**src/rtl/prim_clock_div_pkg.sv**
```systemverilog
// Shared types and arithmetic for the programmable clock divider: the request FSM
// state encoding and the effective half-period computation.
package prim_clock_div_pkg;

    typedef enum logic [1:0] {
        StIdle = 2'd0,
        StPend = 2'd1,
        StAck  = 2'd2
    } req_state_e;

    localparam int unsigned CalcWidth = 32;

    // Effective half-period: D/2, halved again (never below 1) when step-down is applied.
    function automatic logic [CalcWidth-1:0] half_period(input logic [CalcWidth-1:0] div,
                                                         input logic                 step_down);
        logic [CalcWidth-1:0] h;
        h = div >> 1;
        if (step_down) begin
            h = (h >= CalcWidth'(2)) ? (h >> 1) : CalcWidth'(1);
        end
        return h;
    endfunction

    function automatic logic div_is_valid(input logic [CalcWidth-1:0] div);
        return (div != '0) && !div[0];
    endfunction

endpackage

```
**src/rtl/prim_clock_buf.sv**
```systemverilog
// Generic clock buffer cell; a technology library maps this to a dedicated clock buffer.
module prim_clock_buf (
    input  logic clk_i,
    output logic clk_o
);

    assign clk_o = clk_i;

endmodule

```
**src/rtl/prim_clock_div_prog.sv**
```systemverilog
// Programmable even-ratio clock divider with a four-phase divisor change handshake
// and a step-down mode; all ratio changes land on the low-to-high period boundary.
module prim_clock_div_prog
    import prim_clock_div_pkg::*;
#(
    parameter int unsigned DivWidth   = 8,
    parameter int unsigned ResetDiv   = 2,
    parameter logic        ResetValue = 1'b0
) (
    input  logic                clk_i,
    input  logic                rst_ni,
    input  logic                test_en_i,
    input  logic                div_req_i,
    input  logic [DivWidth-1:0] div_i,
    output logic                div_ack_o,
    output logic                div_err_o,
    input  logic                step_down_req_i,
    output logic                step_down_ack_o,
    output logic [DivWidth-1:0] active_div_o,
    output logic                clk_en_o,
    output logic                clk_o
);

    localparam logic [DivWidth-1:0] ResetDivW = DivWidth'(ResetDiv);

    logic [DivWidth-1:0] cnt_q, cnt_d;
    logic [DivWidth-1:0] div_q, div_d;
    logic [DivWidth-1:0] pend_q, pend_d;
    logic                clk_q, clk_d;
    logic                sd_q, sd_d;
    logic                err_q, err_d;
    logic                clk_en_q, clk_en_d;
    req_state_e          state_q, state_d;

    logic [DivWidth-1:0] he;
    logic                he_last;
    logic                boundary;
    logic                div_req_m;
    logic                sd_req_m;

    assign div_req_m = div_req_i & ~test_en_i;
    assign sd_req_m  = step_down_req_i & ~test_en_i;

    assign he       = DivWidth'(half_period(CalcWidth'(div_q), sd_q));
    assign he_last  = (cnt_q == he - 1'b1);
    // Only the end of a low phase may change the ratio, so the next high phase is whole.
    assign boundary = he_last & ~clk_q;

    // NOTE: every signal driven here gets a default first, so no latch is inferred.
    always_comb begin
        cnt_d    = cnt_q + 1'b1;
        clk_d    = clk_q;
        div_d    = div_q;
        pend_d   = pend_q;
        sd_d     = sd_q;
        err_d    = err_q;
        state_d  = state_q;
        clk_en_d = boundary;

        if (he_last) begin
            cnt_d = '0;
            clk_d = ~clk_q;
        end

        if (boundary) begin
            sd_d = sd_req_m;
        end

        unique case (state_q)
            StIdle: begin
                if (div_req_m) begin
                    if (!div_is_valid(CalcWidth'(div_i))) begin
                        state_d = StAck;
                        err_d   = 1'b1;
                    end else begin
                        state_d = StPend;
                        pend_d  = div_i;
                    end
                end
            end
            StPend: begin
                if (boundary) begin
                    state_d = StAck;
                    div_d   = pend_q;
                    err_d   = 1'b0;
                end
            end
            StAck: begin
                if (!div_req_m) begin
                    state_d = StIdle;
                    err_d   = 1'b0;
                end
            end
            default: begin
                state_d = StIdle;
                err_d   = 1'b0;
            end
        endcase
    end

    // NOTE: sequential state uses non-blocking assignments so all registers update together.
    always_ff @(posedge clk_i) begin
        if (!rst_ni) begin
            cnt_q    <= '0;
            clk_q    <= ResetValue;
            div_q    <= ResetDivW;
            pend_q   <= '0;
            sd_q     <= 1'b0;
            err_q    <= 1'b0;
            clk_en_q <= 1'b0;
            state_q  <= StIdle;
        end else begin
            cnt_q    <= cnt_d;
            clk_q    <= clk_d;
            div_q    <= div_d;
            pend_q   <= pend_d;
            sd_q     <= sd_d;
            err_q    <= err_d;
            clk_en_q <= clk_en_d;
            state_q  <= state_d;
        end
    end

    assign div_ack_o       = (state_q == StAck);
    assign div_err_o       = err_q;
    assign step_down_ack_o = sd_q;
    assign clk_en_o        = clk_en_q;
    assign active_div_o    = {he[DivWidth-2:0], 1'b0};

    prim_clock_buf u_clk_buf (
        .clk_i (clk_q),
        .clk_o (clk_o)
    );

endmodule

```
**config.mk**
```make
export PLATFORM = sky130hd
export DESIGN_NAME = prim_clock_div_prog
export DESIGN_NICKNAME = d
export VERILOG_FILES = /design/src/rtl/prim_clock_div_pkg.sv /design/src/rtl/prim_clock_buf.sv /design/src/rtl/prim_clock_div_prog.sv
export SDC_FILE = /design/constraint.sdc
export NUM_CORES = 1
export LEC_CHECK = 0
export BUFFER_PORTS_ARGS = -buffer_cell sky130_fd_sc_hd__clkbuf_2
export CAP_MARGIN = 20
export CORE_ASPECT_RATIO = 1.2
export CORE_MARGIN = 5
export CORE_UTILIZATION = 44
export CTS_CLUSTER_DIAMETER = 120
export CTS_CLUSTER_SIZE = 20
export DETAILED_ROUTE_END_ITERATION = 10
export MAX_ROUTING_LAYER = met4
export PLACE_DENSITY = 0.62
export RECOVER_POWER = 100
export SYNTH_ARGS = -nofsm -noshare
export SYNTH_HDL_FRONTEND = slang
export SYNTH_SLANG_ARGS = --single-unit
export TNS_END_PERCENT = 100
```
**constraint.sdc**
```tcl
create_clock -name clk_i -period 3.7 [get_ports clk_i]
set_clock_uncertainty 0.2 [all_clocks]
set_input_delay 0.185 -clock clk_i [delete_from_list [all_inputs] [get_ports clk_i]]
set_output_delay 0.185 -clock clk_i [all_outputs]
set_load 0.005 [all_outputs]
```
==> flow_summary.json <==
{
  "reg2reg_from": "step_down_ack_o$_SDFFE_PN0P_",
  "leakage_uw": 0.000774,
  "pwr_density_cell_nw_per_um2": 637,
  "drc": 0,
  "cpLargestDelayFamily": "compound AO/OA/AOI/OAI gates",
  "gp_congestion": 0.812,
  "syn-cell-area_um2": 1630,
  "grt_max_degree": 20,
  "crit_fanout": 15,
  "crit_buf_inv": 0,
  "cp-start-kind": "flip-flop",
  "ioPinCount": 26,
  "worstHoldStart": "step_down_req_i",
  "htreeDepth": 1,
  "grt_first_pass_wirelength_um": 6780,
  "root_buffer": "clkbuf_8",
  "r2r_cells": 9,
  "maxCapViolCount": 0,
  "fin_ws_ns": 0.173,
  "layout_common_cells": "dfxtp_1, nor2_1, clkbuf_2, mux2i_1, a21oi_1",
  "fin_crit_ns": 3.53,
  "crit_path_end_kind": "flip-flop",
  "slowest_delay_ns": 0.59,
  "antenna_cells": 0,
  "row_count": 24,
  "yosys.area.top_type": "dfxtp_1",
  "worstMarginPinSlew_ns": 1.38,
  "avgSynthCellArea_um2": 8.56,
  "cts_buffers": 3,
  "r2r_setup_slack_ns": 0.17,
  "setup_tns_ns": 0,
  "rsz0062_at_grt": "no",
  "synth.distinct_cells": 49,
  "dp_worst_setup_slack_ns": 0.0496,
  "hold_depth": 4,
  "syn-num-nets": 205,
  "dp_hpwl_um": 3000,
  "cts.path.max_buffers": 2,
  "layout_commonest_cell": "dfxtp_1",
  "drive_gt1_share_pct": 17.6,
  "finalMaxSlewViolations": 0,
  "ant_nets": 0,
  "antenna_found_initial": 0,
  "min_path_type": "primary input to flip-flop",
  "grt-ovfl-total": 0,
  "core_area_um2": 3600,
  "ys_seq_area_share_pct": 34.5,
  "final_nets": 237,
  "ys_ff_latch": 28,
  "synth_cells": 190,
  "slowest_stage": "a2111o_2",
  "irDropWorstVdd_uv": 321,
  "clock_latency_ns": 0.27,
  "die_area_um2": 5020,
  "async_reset_ff_share_pct": 0,
  "outcome": "complete, no violations",
  "finalHoldViolations": 0,
  "clock.fmax_mhz": 284,
  "via_count": 1470,
  "fill_cells": 353,
  "crit_chain": "mux2_1 > a31oi_1 > ha_2 > nor3b_1 > o22a_1 > a211oi_1 > a2111o_2 > or4_1 > a21oi_1",
  "max_slew_margin_pct": 7.28,
  "worst_hold_path.endpoint": "step_down_ack_o$_SDFFE_PN0P_",
  "synth_flop_cell": "dfxtp_1",
  "crit_arrival_ns": 3.52,
  "critPathRequiredTime_ns": 3.70,
  "drtIter0Drc": 77,
  "routedWlPerCell_um": 15.0,
  "wl_um": 3910,
  "area_delta_synth_final_pct": 18.2,
  "path_clk_slew_ns": 0.10,
  "ys_top_cells_by_area": "dfxtp_1, mux2i_1, nor2_1",
  "holdWs_ns": 0.0343,
  "die_w_um": 65.5,
  "r2r-end": "step_down_ack_o$_SDFFE_PN0P_",
  "dr.pass1.iters": 4,
  "setup_viol": 0,
  "grt_pass1_vias": 1470,
  "cts_tree": "yes",
  "start_util_pct": 45.1,
  "post_cts_buffers": 0,
  "io_buffer_count": 24,
  "yosysTopAreaCellShare_pct": 34.5,
  "track_usage_pct": 17.2,
  "synth_edf_count": 0,
  "finalCritPeriodShare_pct": 95.3,
  "dieHeight_um": 76.6,
  "clock-sinks": 28,
  "ys_warn_count": 0,
  "critPathKind": "flip-flop to flip-flop",
  "vias_per_cell": 5.65
}
metal layers:
layer / vias to the layer above / GRT usage (%) / part of all wire, %
li1: 754 / - / -
met1: 687 / 20.2 / 43
met2: 25 / 29.3 / 53
met3: 4 / 2.36 / 2.8
met4: 0 / 6.22 / 1.4
met5: - / - / 0
metrics by stage:
step	util (%)	std cells	total power [µW]	area (µm²)
after floorplan	-	190	824	1630
after global placement	49.3	248	964	1780
after detailed placement	49.3	248	981	1780
after CTS	53.5	260	1230	1930
after global routing	53.4	260	1310	1920
final	53.4	260	1220	1920
area by class of cell:
type	count	area (µm²)	share of cell area, %
clock buffer	3	41.3	2.15
clock inverter	1	30.0	1.56
inverter	11	41.3	2.15
multi-input combinational	142	977	50.8
sequential	28	561	29.1
tap	39	48.8	2.54
timing repair buffer	36	224	11.6
report_power, final:
group	total [µW]	switching (µW)	internal, µW
Combinational	601	374	227
Sequential	381	40.0	341
Clock	243	97.7	145
state kept, by name, indices dropped and copies added (netlist names):
register         flops
cnt_q                8
clk_q                1
div_err_o            1
step_down_ack_o      1
pend_q               7
clk_en_o             1
div_q                7
state_q              2
cell families after synthesis:
kind of cell | Yosys count | synth area share, %
AOI/OAI and AO/OA | 46 | 20.5
xor gates and xnor gates | 11 | 6.77
adders and majority gates | 2 | 1.54
buffers and inverters | 20 | 5.46
DFF | 28 | 34.5
muxes | 13 | 8.38
other | 1 | 0.231
and+or+nand+nor | 69 | 22.6
synthesized netlist by cell type, drive strengths merged, types with 2 or more instances:
| cell type | instances |
|---|---|
| a2111oi | 2 |
| a211o | 2 |
| a211oi | 2 |
| a21oi | 11 |
| a31o | 2 |
| a31oi | 3 |
| and3 | 2 |
| buf | 4 |
| clkbuf | 5 |
| dfxtp | 28 |
| ha | 2 |
| inv | 10 |
| mux2 | 2 |
| mux2i | 11 |
| nand2 | 3 |
| nand2b | 6 |
| nand3 | 7 |
| nand4 | 7 |
| nor2 | 22 |
| nor2b | 4 |
| nor3 | 5 |
| nor3b | 4 |
| nor4 | 2 |
| o21a | 3 |
| o21ai | 6 |
| o31ai | 8 |
| or2 | 2 |
| or3 | 3 |
| xnor2 | 6 |
| xor2 | 4 |
worst max path at each step:
stage                            startpoint                            to  slack, ns  cells after the start
6_report       step_down_ack_o$_SDFFE_PN0P_  step_down_ack_o$_SDFFE_PN0P_       0.17                      9
2_1_floorplan  step_down_ack_o$_SDFFE_PN0P_  step_down_ack_o$_SDFFE_PN0P_       0.41                     10
4_1_cts        step_down_ack_o$_SDFFE_PN0P_  step_down_ack_o$_SDFFE_PN0P_       0.02                      9
3_3_place_gp   step_down_ack_o$_SDFFE_PN0P_  step_down_ack_o$_SDFFE_PN0P_       0.24                      9
5_1_grt        step_down_ack_o$_SDFFE_PN0P_  step_down_ack_o$_SDFFE_PN0P_       0.03                      9
3_5_place_dp   step_down_ack_o$_SDFFE_PN0P_  step_down_ack_o$_SDFFE_PN0P_       0.05                      9
worst reg2reg max path, cell delays in order, from the launching register on:
cell and delay (ns):
dfxtp_1 0.36, mux2_1 0.35, a31oi_1 0.33, ha_2 0.32, nor3b_1 0.30, o22a_1 0.20
a211oi_1 0.10, a2111o_2 0.59, or4_1 0.54, a21oi_1 0.16
timing repair:
action | in CTS | in global routing
endpoints found under the setup margin | 0 | 10
hold buffers | 8 | 0
resized for setup | 0 | 3
endpoints found under the hold margin | 10 | 0
Power figures use the tool's default switching activity.
